[src/rtl/time_set_ctrl_if.sv]
// Signal bundle between the digital clock top level and the time/alarm setting front end.
// The top level (master) drives the keys and running time; the front end (slave) drives load, alarm and blink outputs.
interface time_set_ctrl_if;
    logic       key_mode;
    logic       key_up;
    logic       key_alarm;

    logic [3:0] cur_sec_ge;
    logic [2:0] cur_sec_shi;
    logic [3:0] cur_min_ge;
    logic [2:0] cur_min_shi;
    logic [3:0] cur_hour_ge;
    logic [1:0] cur_hour_shi;

    logic       set_time_finish;
    logic [3:0] set_sec_ge;
    logic [2:0] set_sec_shi;
    logic [3:0] set_min_ge;
    logic [2:0] set_min_shi;
    logic [3:0] set_hour_ge;
    logic [1:0] set_hour_shi;

    logic       clock_en;
    logic [3:0] clock_min_ge;
    logic [2:0] clock_min_shi;
    logic [3:0] clock_hour_ge;
    logic [1:0] clock_hour_shi;

    logic [2:0] blink_sel;
    logic       blink_on;

    modport master (
        output key_mode, key_up, key_alarm,
        output cur_sec_ge, cur_sec_shi, cur_min_ge, cur_min_shi, cur_hour_ge, cur_hour_shi,
        input  set_time_finish,
        input  set_sec_ge, set_sec_shi, set_min_ge, set_min_shi, set_hour_ge, set_hour_shi,
        input  clock_en, clock_min_ge, clock_min_shi, clock_hour_ge, clock_hour_shi,
        input  blink_sel, blink_on
    );

    modport slave (
        input  key_mode, key_up, key_alarm,
        input  cur_sec_ge, cur_sec_shi, cur_min_ge, cur_min_shi, cur_hour_ge, cur_hour_shi,
        output set_time_finish,
        output set_sec_ge, set_sec_shi, set_min_ge, set_min_shi, set_hour_ge, set_hour_shi,
        output clock_en, clock_min_ge, clock_min_shi, clock_hour_ge, clock_hour_shi,
        output blink_sel, blink_on
    );
endinterface

[src/rtl/time_set_ctrl.sv]
// Push-button front end for the digital clock: debounces three keys and runs the
// time/alarm edit state machine with BCD field stepping, idle timeout and blink control.
module time_set_ctrl #(
    parameter int DEBOUNCE_CYCLES = 1_000_000,
    parameter int BLINK_HALF      = 12_500_000,
    parameter int TIMEOUT_CYCLES  = 500_000_000
) (
    input  logic           clk,
    input  logic           rst_n,
    time_set_ctrl_if.slave bus
);

    localparam int DBW = $clog2(DEBOUNCE_CYCLES + 1);
    localparam int BLW = $clog2(BLINK_HALF + 1);
    localparam int TOW = $clog2(TIMEOUT_CYCLES + 1);

    localparam logic [DBW-1:0] DB_LAST = DBW'(DEBOUNCE_CYCLES - 1);
    localparam logic [BLW-1:0] BL_LAST = BLW'(BLINK_HALF - 1);
    localparam logic [TOW-1:0] TO_LAST = TOW'(TIMEOUT_CYCLES - 1);

    typedef enum logic [2:0] {
        S_RUN    = 3'd0,
        S_T_HOUR = 3'd1,
        S_T_MIN  = 3'd2,
        S_T_SEC  = 3'd3,
        S_A_HOUR = 3'd4,
        S_A_MIN  = 3'd5
    } state_t;

    state_t r_state;
    state_t w_stateNext;

    // Key vectors are indexed 0 = mode, 1 = up, 2 = alarm.
    logic [2:0]     w_keyRaw;
    logic [2:0]     r_sync1;
    logic [2:0]     r_sync2;
    logic [2:0]     r_stable;
    logic [2:0]     r_stableD;
    logic [2:0]     r_press;
    logic [DBW-1:0] r_dbCnt [3];

    logic w_evMode;
    logic w_evUp;
    logic w_evAlarm;
    logic w_anyPress;
    logic w_edit;
    logic w_timeout;

    // Packed BCD fields: hour {shi[1:0], ge[3:0]}, minute/second {shi[2:0], ge[3:0]}.
    logic [5:0] r_eHour,   w_eHour;
    logic [6:0] r_eMin,    w_eMin;
    logic [6:0] r_eSec,    w_eSec;
    logic [5:0] r_setHour, w_setHour;
    logic [6:0] r_setMin,  w_setMin;
    logic [6:0] r_setSec,  w_setSec;
    logic [5:0] r_almHour, w_almHour;
    logic [6:0] r_almMin,  w_almMin;
    logic       r_clockEn, w_clockEn;
    logic       r_setFinish, w_setFinish;

    logic [TOW-1:0] r_idle;
    logic [BLW-1:0] r_blinkCnt;
    logic           r_blinkOn;
    logic [2:0]     r_blinkSel;

    function automatic logic [5:0] incHour(input logic [5:0] hv);
        logic [1:0] shi;
        logic [3:0] ge;
        shi = hv[5:4];
        ge  = hv[3:0];
        if (shi == 2'd2 && ge == 4'd3)
            return 6'd0;
        else if (ge == 4'd9)
            return {shi + 2'd1, 4'd0};
        else
            return {shi, ge + 4'd1};
    endfunction

    function automatic logic [6:0] incMinSec(input logic [6:0] mv);
        logic [2:0] shi;
        logic [3:0] ge;
        shi = mv[6:4];
        ge  = mv[3:0];
        if (ge != 4'd9)
            return {shi, ge + 4'd1};
        else if (shi == 3'd5)
            return 7'd0;
        else
            return {shi + 3'd1, 4'd0};
    endfunction

    function automatic logic [2:0] selFor(input state_t st);
        case (st)
            S_T_HOUR, S_A_HOUR: return 3'b100;
            S_T_MIN,  S_A_MIN:  return 3'b010;
            S_T_SEC:            return 3'b001;
            default:            return 3'b000;
        endcase
    endfunction

    assign w_keyRaw = {bus.key_alarm, bus.key_up, bus.key_mode};

    // Press pulse comes one edge after the stable level falls, so it is fully registered.
    always_ff @(posedge clk or negedge rst_n) begin
        if (!rst_n) begin
            r_sync1   <= '1;
            r_sync2   <= '1;
            r_stable  <= '1;
            r_stableD <= '1;
            r_press   <= '0;
            for (int k = 0; k < 3; k++)
                r_dbCnt[k] <= '0;
        end else begin
            r_sync1   <= w_keyRaw;
            r_sync2   <= r_sync1;
            r_stableD <= r_stable;
            r_press   <= r_stableD & ~r_stable;
            for (int k = 0; k < 3; k++) begin
                if (r_sync2[k] == r_stable[k]) begin
                    r_dbCnt[k] <= '0;
                end else if (r_dbCnt[k] == DB_LAST) begin
                    r_stable[k] <= r_sync2[k];
                    r_dbCnt[k]  <= '0;
                end else begin
                    r_dbCnt[k] <= r_dbCnt[k] + DBW'(1);
                end
            end
        end
    end

    assign w_evMode   = r_press[0];
    assign w_evAlarm  = r_press[2] & ~r_press[0];
    assign w_evUp     = r_press[1] & ~r_press[0] & ~r_press[2];
    assign w_anyPress = |r_press;
    assign w_edit     = (r_state != S_RUN);
    assign w_timeout  = w_edit && !w_anyPress && (r_idle == TO_LAST);

    always_ff @(posedge clk or negedge rst_n) begin
        if (!rst_n)
            r_state <= S_RUN;
        else
            r_state <= w_stateNext;
    end

    always_comb begin
        w_stateNext = r_state;
        case (r_state)
            S_RUN: begin
                if (w_evMode)
                    w_stateNext = S_T_HOUR;
                else if (w_evAlarm)
                    w_stateNext = S_A_HOUR;
            end
            S_T_HOUR: if (w_evMode) w_stateNext = S_T_MIN;
            S_T_MIN:  if (w_evMode) w_stateNext = S_T_SEC;
            S_T_SEC:  if (w_evMode) w_stateNext = S_RUN;
            S_A_HOUR: begin
                if (w_evMode)
                    w_stateNext = S_A_MIN;
                else if (w_evAlarm)
                    w_stateNext = S_RUN;
            end
            S_A_MIN: begin
                if (w_evMode || w_evAlarm)
                    w_stateNext = S_RUN;
            end
            default: w_stateNext = S_RUN;
        endcase
        if (w_timeout)
            w_stateNext = S_RUN;
    end

    // A timeout has no press in its cycle, so none of the edits below can coincide with it.
    always_comb begin
        w_eHour     = r_eHour;
        w_eMin      = r_eMin;
        w_eSec      = r_eSec;
        w_setHour   = r_setHour;
        w_setMin    = r_setMin;
        w_setSec    = r_setSec;
        w_almHour   = r_almHour;
        w_almMin    = r_almMin;
        w_clockEn   = r_clockEn;
        w_setFinish = 1'b0;
        case (r_state)
            S_RUN: begin
                if (w_evMode) begin
                    w_eHour = {bus.cur_hour_shi, bus.cur_hour_ge};
                    w_eMin  = {bus.cur_min_shi, bus.cur_min_ge};
                    w_eSec  = {bus.cur_sec_shi, bus.cur_sec_ge};
                end else if (w_evAlarm) begin
                    w_eHour = r_almHour;
                    w_eMin  = r_almMin;
                end
            end
            S_T_HOUR: if (w_evUp) w_eHour = incHour(r_eHour);
            S_T_MIN:  if (w_evUp) w_eMin  = incMinSec(r_eMin);
            S_T_SEC: begin
                if (w_evUp) begin
                    w_eSec = incMinSec(r_eSec);
                end else if (w_evMode) begin
                    w_setHour   = r_eHour;
                    w_setMin    = r_eMin;
                    w_setSec    = r_eSec;
                    w_setFinish = 1'b1;
                end
            end
            S_A_HOUR: begin
                if (w_evUp)
                    w_eHour = incHour(r_eHour);
                else if (w_evAlarm)
                    w_clockEn = 1'b0;
            end
            S_A_MIN: begin
                if (w_evUp) begin
                    w_eMin = incMinSec(r_eMin);
                end else if (w_evMode) begin
                    w_almHour = r_eHour;
                    w_almMin  = r_eMin;
                    w_clockEn = 1'b1;
                end else if (w_evAlarm) begin
                    w_clockEn = 1'b0;
                end
            end
            default: ;
        endcase
    end

    always_ff @(posedge clk or negedge rst_n) begin
        if (!rst_n) begin
            r_eHour     <= '0;
            r_eMin      <= '0;
            r_eSec      <= '0;
            r_setHour   <= '0;
            r_setMin    <= '0;
            r_setSec    <= '0;
            r_almHour   <= '0;
            r_almMin    <= '0;
            r_clockEn   <= 1'b0;
            r_setFinish <= 1'b0;
        end else begin
            r_eHour     <= w_eHour;
            r_eMin      <= w_eMin;
            r_eSec      <= w_eSec;
            r_setHour   <= w_setHour;
            r_setMin    <= w_setMin;
            r_setSec    <= w_setSec;
            r_almHour   <= w_almHour;
            r_almMin    <= w_almMin;
            r_clockEn   <= w_clockEn;
            r_setFinish <= w_setFinish;
        end
    end

    // Idle and blink counters restart on every state entry; blink_sel follows the next state so it lines up with it.
    always_ff @(posedge clk or negedge rst_n) begin
        if (!rst_n) begin
            r_idle     <= '0;
            r_blinkCnt <= '0;
            r_blinkOn  <= 1'b0;
            r_blinkSel <= 3'b000;
        end else begin
            r_blinkSel <= selFor(w_stateNext);
            if (w_stateNext == S_RUN) begin
                r_idle     <= '0;
                r_blinkCnt <= '0;
                r_blinkOn  <= 1'b0;
            end else if (w_stateNext != r_state) begin
                r_idle     <= '0;
                r_blinkCnt <= '0;
                r_blinkOn  <= 1'b1;
            end else begin
                r_idle <= w_anyPress ? '0 : r_idle + TOW'(1);
                if (r_blinkCnt == BL_LAST) begin
                    r_blinkCnt <= '0;
                    r_blinkOn  <= ~r_blinkOn;
                end else begin
                    r_blinkCnt <= r_blinkCnt + BLW'(1);
                end
            end
        end
    end

    assign bus.set_time_finish = r_setFinish;
    assign bus.set_hour_shi    = r_setHour[5:4];
    assign bus.set_hour_ge     = r_setHour[3:0];
    assign bus.set_min_shi     = r_setMin[6:4];
    assign bus.set_min_ge      = r_setMin[3:0];
    assign bus.set_sec_shi     = r_setSec[6:4];
    assign bus.set_sec_ge      = r_setSec[3:0];
    assign bus.clock_en        = r_clockEn;
    assign bus.clock_hour_shi  = r_almHour[5:4];
    assign bus.clock_hour_ge   = r_almHour[3:0];
    assign bus.clock_min_shi   = r_almMin[6:4];
    assign bus.clock_min_ge    = r_almMin[3:0];
    assign bus.blink_sel       = r_blinkSel;
    assign bus.blink_on        = r_blinkOn;

endmodule

[src/flat_wrapper.sv]
// flat-port wrapper written by rule: the top's interface ports become plain ports
module time_set_ctrl_flat 
#(
    parameter int DEBOUNCE_CYCLES = 1_000_000,
    parameter int BLINK_HALF      = 12_500_000,
    parameter int TIMEOUT_CYCLES  = 500_000_000
)
  (clk, rst_n, bus_key_mode, bus_key_up, bus_key_alarm, bus_cur_sec_ge, bus_cur_sec_shi, bus_cur_min_ge, bus_cur_min_shi, bus_cur_hour_ge, bus_cur_hour_shi, bus_set_time_finish, bus_set_sec_ge, bus_set_sec_shi, bus_set_min_ge, bus_set_min_shi, bus_set_hour_ge, bus_set_hour_shi, bus_clock_en, bus_clock_min_ge, bus_clock_min_shi, bus_clock_hour_ge, bus_clock_hour_shi, bus_blink_sel, bus_blink_on);
  time_set_ctrl_if bus_i ();
  input  logic clk;
  input  logic rst_n;
  input wire logic [$bits(bus_i.key_mode)-1:0] bus_key_mode;
  input wire logic [$bits(bus_i.key_up)-1:0] bus_key_up;
  input wire logic [$bits(bus_i.key_alarm)-1:0] bus_key_alarm;
  input wire logic [$bits(bus_i.cur_sec_ge)-1:0] bus_cur_sec_ge;
  input wire logic [$bits(bus_i.cur_sec_shi)-1:0] bus_cur_sec_shi;
  input wire logic [$bits(bus_i.cur_min_ge)-1:0] bus_cur_min_ge;
  input wire logic [$bits(bus_i.cur_min_shi)-1:0] bus_cur_min_shi;
  input wire logic [$bits(bus_i.cur_hour_ge)-1:0] bus_cur_hour_ge;
  input wire logic [$bits(bus_i.cur_hour_shi)-1:0] bus_cur_hour_shi;
  output wire logic [$bits(bus_i.set_time_finish)-1:0] bus_set_time_finish;
  output wire logic [$bits(bus_i.set_sec_ge)-1:0] bus_set_sec_ge;
  output wire logic [$bits(bus_i.set_sec_shi)-1:0] bus_set_sec_shi;
  output wire logic [$bits(bus_i.set_min_ge)-1:0] bus_set_min_ge;
  output wire logic [$bits(bus_i.set_min_shi)-1:0] bus_set_min_shi;
  output wire logic [$bits(bus_i.set_hour_ge)-1:0] bus_set_hour_ge;
  output wire logic [$bits(bus_i.set_hour_shi)-1:0] bus_set_hour_shi;
  output wire logic [$bits(bus_i.clock_en)-1:0] bus_clock_en;
  output wire logic [$bits(bus_i.clock_min_ge)-1:0] bus_clock_min_ge;
  output wire logic [$bits(bus_i.clock_min_shi)-1:0] bus_clock_min_shi;
  output wire logic [$bits(bus_i.clock_hour_ge)-1:0] bus_clock_hour_ge;
  output wire logic [$bits(bus_i.clock_hour_shi)-1:0] bus_clock_hour_shi;
  output wire logic [$bits(bus_i.blink_sel)-1:0] bus_blink_sel;
  output wire logic [$bits(bus_i.blink_on)-1:0] bus_blink_on;
  assign bus_i.key_mode = bus_key_mode;
  assign bus_i.key_up = bus_key_up;
  assign bus_i.key_alarm = bus_key_alarm;
  assign bus_i.cur_sec_ge = bus_cur_sec_ge;
  assign bus_i.cur_sec_shi = bus_cur_sec_shi;
  assign bus_i.cur_min_ge = bus_cur_min_ge;
  assign bus_i.cur_min_shi = bus_cur_min_shi;
  assign bus_i.cur_hour_ge = bus_cur_hour_ge;
  assign bus_i.cur_hour_shi = bus_cur_hour_shi;
  assign bus_set_time_finish = bus_i.set_time_finish;
  assign bus_set_sec_ge = bus_i.set_sec_ge;
  assign bus_set_sec_shi = bus_i.set_sec_shi;
  assign bus_set_min_ge = bus_i.set_min_ge;
  assign bus_set_min_shi = bus_i.set_min_shi;
  assign bus_set_hour_ge = bus_i.set_hour_ge;
  assign bus_set_hour_shi = bus_i.set_hour_shi;
  assign bus_clock_en = bus_i.clock_en;
  assign bus_clock_min_ge = bus_i.clock_min_ge;
  assign bus_clock_min_shi = bus_i.clock_min_shi;
  assign bus_clock_hour_ge = bus_i.clock_hour_ge;
  assign bus_clock_hour_shi = bus_i.clock_hour_shi;
  assign bus_blink_sel = bus_i.blink_sel;
  assign bus_blink_on = bus_i.blink_on;
  time_set_ctrl #(.DEBOUNCE_CYCLES(DEBOUNCE_CYCLES), .BLINK_HALF(BLINK_HALF), .TIMEOUT_CYCLES(TIMEOUT_CYCLES)) u_core (.clk(clk), .rst_n(rst_n), .bus(bus_i));
endmodule
[config.mk]
export PLATFORM = sky130hd
export DESIGN_NAME = time_set_ctrl_flat
export DESIGN_NICKNAME = d
export VERILOG_FILES = /design/src/rtl/time_set_ctrl_if.sv /design/src/rtl/time_set_ctrl.sv /design/src/flat_wrapper.sv
export SDC_FILE = /design/constraint.sdc
export NUM_CORES = 1
export LEC_CHECK = 0
export CAP_MARGIN = 10
export CORE_MARGIN = 3
export CORE_UTILIZATION = 55
export DETAILED_ROUTE_END_ITERATION = 7
export PLACE_DENSITY_LB_ADDON = 0.25
export SYNTH_ARGS = -nofsm -noshare
export SYNTH_HDL_FRONTEND = slang
export SYNTH_SLANG_ARGS = --single-unit
[constraint.sdc]
create_clock -name clk -period 4.9 [get_ports clk]
set_input_delay 0.735 -clock clk [delete_from_list [all_inputs] [get_ports clk]]
set_output_delay 0.735 -clock clk [all_outputs]
set_load 0.01 [all_outputs]
# Word-level counts from Yosys, hierarchy flattened
# Cells that the tools add are included.
totals:
  ff_bits: 190
  latch_bits: 0
  ram_bits: 0
  rom_bits: 0
  input_bits: 25
  output_inout_bits: 39
  elab_cells: 168
  memories: 0
classes:
  addsub: 11
  n_mul: 0
  div_mod_pow: 0
  n_lt_le_gt_ge: 0
  eq_ne: 36
  n_shift: 0
  mux: 51
  n_bitwise: 12
  reduce_logical: 30
ops:
  columns: ["cell", "count"]
  rows:
  - ["$mux W20", 6]
  - ["$mux W29", 3]
  - ["$mux W24", 3]
  - ["$mux W7", 9]
  - ["$add A20 B1 Y20 const B", 3]
  - ["$eq A20 B20 Y1 const B", 3]
  - ["$mux W6", 5]
  - ["$add A29 B1 Y29 const B", 1]
  - ["$eq A29 B29 Y1 const B", 1]
  - ["$pmux W7 S2", 2]
  - ["$mux W3", 9]
  - ["$add A24 B1 Y24 const B", 1]
  - ["$eq A24 B24 Y1 const B", 1]
  - ["$eq A3 B3 Y1 const B", 6]
  - ["$pmux W3 S6", 1]
  - ["$reduce_and A3 Y1", 6]
  - ["$add A4 B1 Y4 const B", 3]
  - ["$eq A3 B2 Y1 const B", 4]
  - ["$pmux W6 S2", 1]
  - ["$reduce_and A4 Y1", 3]
  - ["$mux W1", 10]
  - ["$pmux W3 S3", 1]
  - ["$ne A2 B1 Y1 const B", 4]
  - ["$ne A2 B2 Y1 const B", 4]
  - ["24 further kinds", 50]

# Longest topological paths before layout
# Gate-level depths: netlist (run 1).
depth:
  ltp_word: 9
  mapped_depth: 9
  mapped_depth_nobuf: 7

# Worst setup path before layout (run 1)
# Ideal clock, no wire load.
synth_timing:
  kind: "reg-to-reg"
  startpoint: "register u_core.r_dbCnt[0] (netlist bit)"
  endpoint: "register u_core.r_dbCnt[11] (netlist bit)"
  setup_time_ps: 121
  t_arrival_ps: 1738
  t_required_ps: 4779
  setup_slack_ps: 3041
  path_stages_with_launch: 9
  path_buffers: 2
  period_less_slack_ps: 1859
  path_cell_list: "dfrtp_1 > ha_1 > nand3_1 > or2_2 > nor3_1 > or2_2 > buf_2 > buf_2 > nor2_1"
synth_between:
  elab_chain_len: 3
synth_lines:
  columns: ["element", "line_no", "rtl"]
  rows:
  - ["from (decl)", "time_set_ctrl.sv:40", "logic [DBW-1:0] r_dbCnt [3];"]
  - ["from (signal, indexed assignment)", "time_set_ctrl.sv:125", "r_dbCnt[k] <= r_dbCnt[k] + DBW'(1);"]
  - ["$add A20 B1 Y20 or $eq A20 B20 Y1 (tied branches)", "time_set_ctrl.sv:125, time_set_ctrl.sv:121", null]
  - ["$mux W20 (*)", "time_set_ctrl.sv:121", "end else if (r_dbCnt[k] == DB_LAST) begin"]
  - ["$mux W20 (*)", "time_set_ctrl.sv:119", "if (r_sync2[k] == r_stable[k]) begin"]
# Mark *: on every way between the ends. The rest lies on a longest branch, timed or not.
# A chain may end at the register's enable or synchronous reset.

# Worst setup path in the final report (run 1)
layout_timing:
  startpoint: "register u_core.r_state[1]"
  endpoint: "register u_core.r_idle[6]"
layout_between:
  elab_chain_len: 7
layout_lines:
  columns: ["element", "line_no", "rtl"]
  rows:
  - ["from (decl)", "time_set_ctrl.sv:30", "state_t r_state;"]
  - ["from (signal assigned)", "time_set_ctrl.sv:142", "r_state <= w_stateNext;"]
  - ["$mux W3, or another cell as far along", "time_set_ctrl.sv:160", "else if (w_evAlarm)"]
  - ["$mux W3, or another cell as far along", "time_set_ctrl.sv:158", "if (w_evMode)"]
  - ["$pmux W3 S6 or $logic_and A1 B1 Y1 (tied branches)", "time_set_ctrl.sv:147, time_set_ctrl.sv:136", null]
  - ["$mux W3", "time_set_ctrl.sv:169", "if (w_timeout)"]
  - ["$ne A3 B3 Y1", "time_set_ctrl.sv:268", "end else if (w_stateNext != r_state) begin"]
  - ["$mux W29", "time_set_ctrl.sv:268", null]
  - ["$mux W29 (*)", "time_set_ctrl.sv:264", "if (w_stateNext == S_RUN) begin"]
  - ["to (signal assigned)", "time_set_ctrl.sv:273", "r_idle <= w_anyPress ? '0 : r_idle + TOW'(1);"]
  - ["to (decl)", "time_set_ctrl.sv:61", "logic [TOW-1:0] r_idle;"]
# Marked as above.

==> results of run 1 <==
-- through the flow --
stage / total power [mW] / worst slack (ns) / area, µm² / util
2_1_floorplan: 1.63 / 3.04 / 9210 / -
3_3_place_gp: 1.69 / 2.20 / 9970 / 0.618
3_5_place_dp: 1.69 / 2.11 / 9970 / 0.618
4_1_cts: 3.13 / 2.11 / 10600 / 0.657
5_1_grt: 3.20 / 1.84 / 10600 / 0.657
6_report: 3.09 / 2.13 / 10600 / 0.657
-- worst max-delay path by stage --
stage | start | end | slack (ns) | depth (start not counted)
2_1_floorplan | u_core.r_dbCnt[0]$_DFF_PN0_ | u_core.r_dbCnt[11]$_DFF_PN0_ | 3.04 | 8
3_3_place_gp | u_core.r_state[1]$_DFF_PN0_ | u_core.r_idle[24]$_DFF_PN0_ | 2.20 | 5
3_5_place_dp | u_core.r_state[1]$_DFF_PN0_ | u_core.r_idle[24]$_DFF_PN0_ | 2.11 | 5
4_1_cts | u_core.r_state[1]$_DFF_PN0_ | u_core.r_idle[6]$_DFF_PN0_ | 2.11 | 6
5_1_grt | u_core.r_state[1]$_DFF_PN0_ | u_core.r_idle[24]$_DFF_PN0_ | 1.84 | 5
6_report | u_core.r_state[1]$_DFF_PN0_ | u_core.r_idle[6]$_DFF_PN0_ | 2.13 | 6
-- worst max-delay path, stage by stage, from the launching register on --
cell and delay [ns]:
dfrtp_1 0.77, or3_1 0.23, nand4_1 0.09, nor4bb_1 0.34, buf_4 0.22, nand3b_1 0.80, nor2_1 0.14
-- kinds of logic after synthesis --
logic type | count (synthesis) | share of synthesized area
fa+ha+maj | 8 | 0.0109
buf+inv | 58 | 0.0293
mux | 48 | 0.0565
xor+xnor | 109 | 0.104
simple gates | 414 | 0.223
compound gates | 84 | 0.0591
flops | 190 | 0.518
-- report_power, final --
group          switching [mW]  internal [mW]
sequential            0.00636           1.58
clock                   0.597          0.834
combinational          0.0469         0.0262
total                   0.651           2.44
-- flip-flops by register name, indices dropped and copies added (netlist names), 7 cells and up --
signal and flops:
u_core.r_blinkCnt 24, u_core.r_dbCnt 60, u_core.r_setMin 7, u_core.r_almMin 7, u_core.r_idle 29, u_core.r_setSec 7, u_core.r_eMin 7, u_core.r_eSec 7
-- layout by cell type (no fill, tap or decap), types with 5 or more instances in the layout --
master | netlist | routed
dfrtp_1 | 178 | 178
nor2_1 | 150 | 150
nand2_1 | 72 | 72
clkdlybuf4s50_1 | 0 | 62
xnor2_1 | 58 | 58
xor2_1 | 51 | 51
nand3_1 | 40 | 40
mux2_2 | 32 | 32
o21ai_0 | 27 | 27
inv_1 | 25 | 25
nor3_1 | 24 | 24
nand4_1 | 24 | 24
nor4_1 | 21 | 21
a21oi_1 | 21 | 21
and3_1 | 18 | 18
clkbuf_16 | 0 | 17
mux2i_1 | 16 | 16
dfstp_2 | 12 | 12
or2_2 | 9 | 9
and2_1 | 9 | 9
ha_1 | 8 | 8
or3_1 | 6 | 6
nor4bb_1 | 6 | 6
nor2b_1 | 6 | 6
and4_1 | 6 | 6
nand2b_1 | 5 | 5
-- per-layer routing --
metal	routed length [µm]	share of wire
met2	8120	0.47
met5	0	0
met4	201	0.012
met3	659	0.038
met1	8230	0.48
-- cell type report --
type,count,area (µm²)
inverters,25,93.8
flip-flops and latches,190,4770
repair buffers,67,664
fillers,1283,5530
clock buffers,20,457
multi-input cells,663,4170
clock inverters,12,158
well taps,216,270
==> flow_summary.ini, run 1 <==
[floorplan]
die_w_um = 135
core_um2 = 16100
row_count = 46
die_h_um = 135
start_util = 0.571
ios = 64
die-area_um2 = 18300

[route]
vias = 6546
wl_per_cell_um = 14.4
wl_um = 17200
firstDrtPassIters = 4
drt-initial-drc-count = 315
vias_per_cell = 5.49
drc_errors = 0
antenna_left = 0

[sta]
tightest_slew_ns = 1.12
fin_setup_tns_ns = 0
hold_ws_ns = 0.357
fmax_mhz = 360
finalSetupViolCount = 0
fin_crit_ns = 2.77
hold_viol = 0
finalClockSkew_ns = 0.0116
finalMaxSlewViolations = 0
relSlewSlack = 0.254
rsz0062_at_grt = no
fin_crit_sh = 0.566

[synth]
syn_avg_cell_area_um2 = 10.1
synth_cells = 911
ys_ff_latch = 190
yosys.area.top_type_share = 0.484
yosysMostFrequentCell = dfrtp_1
synthArstFlopShare = 1.00
synth_cell_type_count = 62
syn_nets = 944
yosys-top-cells-area = dfrtp_1 48%, nor2_1 6.1%, xnor2_1 5.5%
synth-seq-area-share = 0.518
yosys.area.top_type = dfrtp_1
ys.flop_type = dfrtp_1
synth-edff-count = 0
yosys-top-cells-count = 178 x dfrtp_1, 150 x nor2_1, 72 x nand2_1, 58 x xnor2_1, 51 x xor2_1
yosys_warnings = 0
syn_area_um2 = 9210

[worst_hold_path]
hold_end = u_core.r_sync2[1]$_DFF_PN1_
hold_class = reg2reg
worstHoldStart = u_core.r_sync1[1]$_DFF_PN1_
holdPathStages = 0

[worst_setup_path]
cp_data_arrival_time_ns = 3.03
crit_path_max_fanout = 29
end_kind = flop
reg2reg_setup_slack_ns = 2.13
reg2reg_depth = 6
r2r-start = u_core.r_state[1]$_DFF_PN0_
startpoint_type = flop
worstSetupPathType = reg2reg
rr_endpoint = u_core.r_idle[6]$_DFF_PN0_
critPathRequiredTime_ns = 5.16

[clock_tree]
numCtsBuffers = 17
cts.clk_slew.worst_paths_ns = 0.07
cts_setup_buffers = 0
cts_hold_buf = 0
h-tree-depth = 4
clock_sinks = 190
cts_buffer_depth = 2
post_cts_resized = 0
clock_latency_ns = 0.43
cts_root_buf = clkbuf_16
cts_tree = built

[final_layout]
areaGrowthSynthToFinish_pct = 14.9
drive_above_1_share = 0.0993
instances_no_fill = 1193
nNetsFinal = 997
antenna-diode-count = 0

[pwr]
p_per_area_nw_per_um2 = 292
p_leak_nw = 4.35
worst_ir_drop_vdd_uv = 233

[global_route]
use_met3 = 0.0379
grt_max_degree = 114
grt_pass1_wl_um = 30500
grt_pass1_vias = 6435
grt.met1_usage = 0.278
antenna_found_initial = 0
track_usage = 0.203
busiest_layer = met2
use_met2 = 0.328
grt-ovfl-total = 0

[placed_design]
placedCellCount = 1161
numPortBuffers = 63
place_congestion = 0.782
dp_hpwl_um = 11300

[outcome]
status = complete, no violations

[run]
maxCapViolCount = 0
No activity file was read; power rests on OpenSTA's default activity.
==> run 2: changes to the inputs <==
==> constraint.sdc (replaced) <==
create_clock -name clk -period 2.78 [get_ports clk]
set_input_delay 0.417 -clock clk [delete_from_list [all_inputs] [get_ports clk]]
set_output_delay 0.417 -clock clk [all_outputs]
set_load 0.01 [all_outputs]
==> flow_summary.ini, run 2 (synthesis gave the netlist of run 1 again) <==
[final_layout]
largest_reg_flops = 60
reg_top3 = u_core.r_dbCnt (60), u_core.r_idle (29), u_core.r_blinkCnt (24)
nNetsFinal = 1009
largest-register = u_core.r_dbCnt
drive_above_1_share = 0.110
antenna-diode-count = 0
final_cell_mix = 178 x dfrtp_1, 150 x nor2_1, 72 x nand2_1
final_common_cell = dfrtp_1
areaGrowthSynthToFinish_pct = 16.1

[placed_design]
dp_hpwl_um = 11800
numPortBuffers = 63
place_congestion = 0.801

[floorplan]
core_um2 = 16100
die-area_um2 = 18300
start_util = 0.571
ios = 64
die_h_um = 135
die_w_um = 135
row_count = 46

[clock_tree]
numCtsBuffers = 17
cts.clk_slew.worst_paths_ns = 0.07
h-tree-depth = 4
cts_hold_buf = 0
post_cts_resized = 0
cts_root_buf = clkbuf_16
clock_latency_ns = 0.43
clock_sinks = 190
cts_tree = built
cts_buffer_depth = 2
cts_setup_buffers = 0

[sta]
fmax_mhz = 442
finalSetupViolCount = 0
finalClockSkew_ns = 0.00814
finalMaxSlewViolations = 0
rsz0062_at_grt = no
relSlewSlack = 0.449
fin_setup_tns_ns = 0
hold_viol = 0
fin_crit_sh = 0.814
fin_crit_ns = 2.26
hold_ws_ns = 0.0203
tightest_slew_ns = 0.820

[route]
drc_errors = 0
vias = 6571
antenna_left = 0
wl_um = 17600
firstDrtPassIters = 6
vias_per_cell = 5.45
wl_per_cell_um = 14.6
drt-initial-drc-count = 374

[global_route]
grt_max_degree = 83
grt_pass1_vias = 6655
grt-ovfl-total = 0
track_usage = 0.206
antenna_found_initial = 0
grt_pass1_wl_um = 31000

[worst_setup_path]
critPathRequiredTime_ns = 3.07
startpoint_type = flop
end_kind = flop
worstSetupPathType = reg2reg
r2r-start = u_core.r_state[0]$_DFF_PN0_
reg2reg_depth = 6
rr_endpoint = u_core.r_blinkCnt[10]$_DFF_PN0_
crit_path_max_fanout = 22
reg2reg_setup_slack_ns = 0.52
cp_data_arrival_time_ns = 2.55

[pwr]
p_per_area_nw_per_um2 = 513
p_leak_nw = 4.41
worst_ir_drop_vdd_uv = 449

[outcome]
status = complete, no violations

[run]
maxCapViolCount = 0

[worst_hold_path]
hold_class = in2async
[run 2: cell types whose count changed in the layout (fill, tap and decap cells not counted), sizes merged]
cell,previous run,this run
inv,27,28
clkinvlp,0,2
buf,4,16
clkinv,7,3
clkbuf,21,22
[run 2: metrics by stage]
stage | setup WS, ns | instance area, µm² | utilization | cells | total power, mW
after floorplan | 0.921 | 9210 | - | 911 | 2.88
after global placement | 0.585 | 10100 | 0.625 | 1173 | 2.99
after detailed placement | 0.511 | 10100 | 0.625 | 1173 | 2.99
after CTS | 0.474 | 10700 | 0.664 | 1205 | 5.54
after global routing | 0.286 | 10700 | 0.664 | 1205 | 5.68
final | 0.516 | 10700 | 0.664 | 1205 | 5.48
[run 2: worst max-delay path by stage]
stage                                start                         endpoint  slack [ns]  depth (start not counted)
5_1_grt        u_core.r_state[0]$_DFF_PN0_   u_core.r_blinkCnt[5]$_DFF_PN0_        0.29                          5
4_1_cts        u_core.r_state[0]$_DFF_PN0_   u_core.r_blinkCnt[5]$_DFF_PN0_        0.47                          6
2_1_floorplan  u_core.r_dbCnt[0]$_DFF_PN0_     u_core.r_dbCnt[11]$_DFF_PN0_        0.92                          8
3_5_place_dp   u_core.r_state[0]$_DFF_PN0_   u_core.r_blinkCnt[5]$_DFF_PN0_        0.51                          6
3_3_place_gp   u_core.r_state[0]$_DFF_PN0_  u_core.r_blinkCnt[21]$_DFF_PN0_        0.58                          6
6_report       u_core.r_state[0]$_DFF_PN0_  u_core.r_blinkCnt[10]$_DFF_PN0_        0.52                          6
[run 2: routing by layer]
metal,share of wire,GRT usage
met1,0.46,0.279
met2,0.49,0.340
met3,0.034,0.0368
met4,0.014,0.0633
met5,0,0
[run 2: area by class of cell]
type,instances,area (µm²)
Clock inverter,11,154
Fill cell,1284,5420
Tap cell,216,270
Clock buffer,21,470
Timing Repair Buffer,79,767
Sequential cell,190,4770
Multi-Input combinational cell,663,4170
Inverter,25,93.8
[run 2: critical path, cell delays in order (launching register included)]
cell	delay [ns]
dfrtp_1	0.72
or3_1	0.22
nand4_1	0.09
nor4bb_1	0.28
buf_4	0.21
nand3b_1	0.48
nor2_1	0.12
[run 2: power breakdown]
group          total, mW  switching (mW)  internal, mW
Combinational      0.137          0.0845        0.0528
Clock               2.55            1.05          1.50
Sequential          2.79          0.0120          2.78
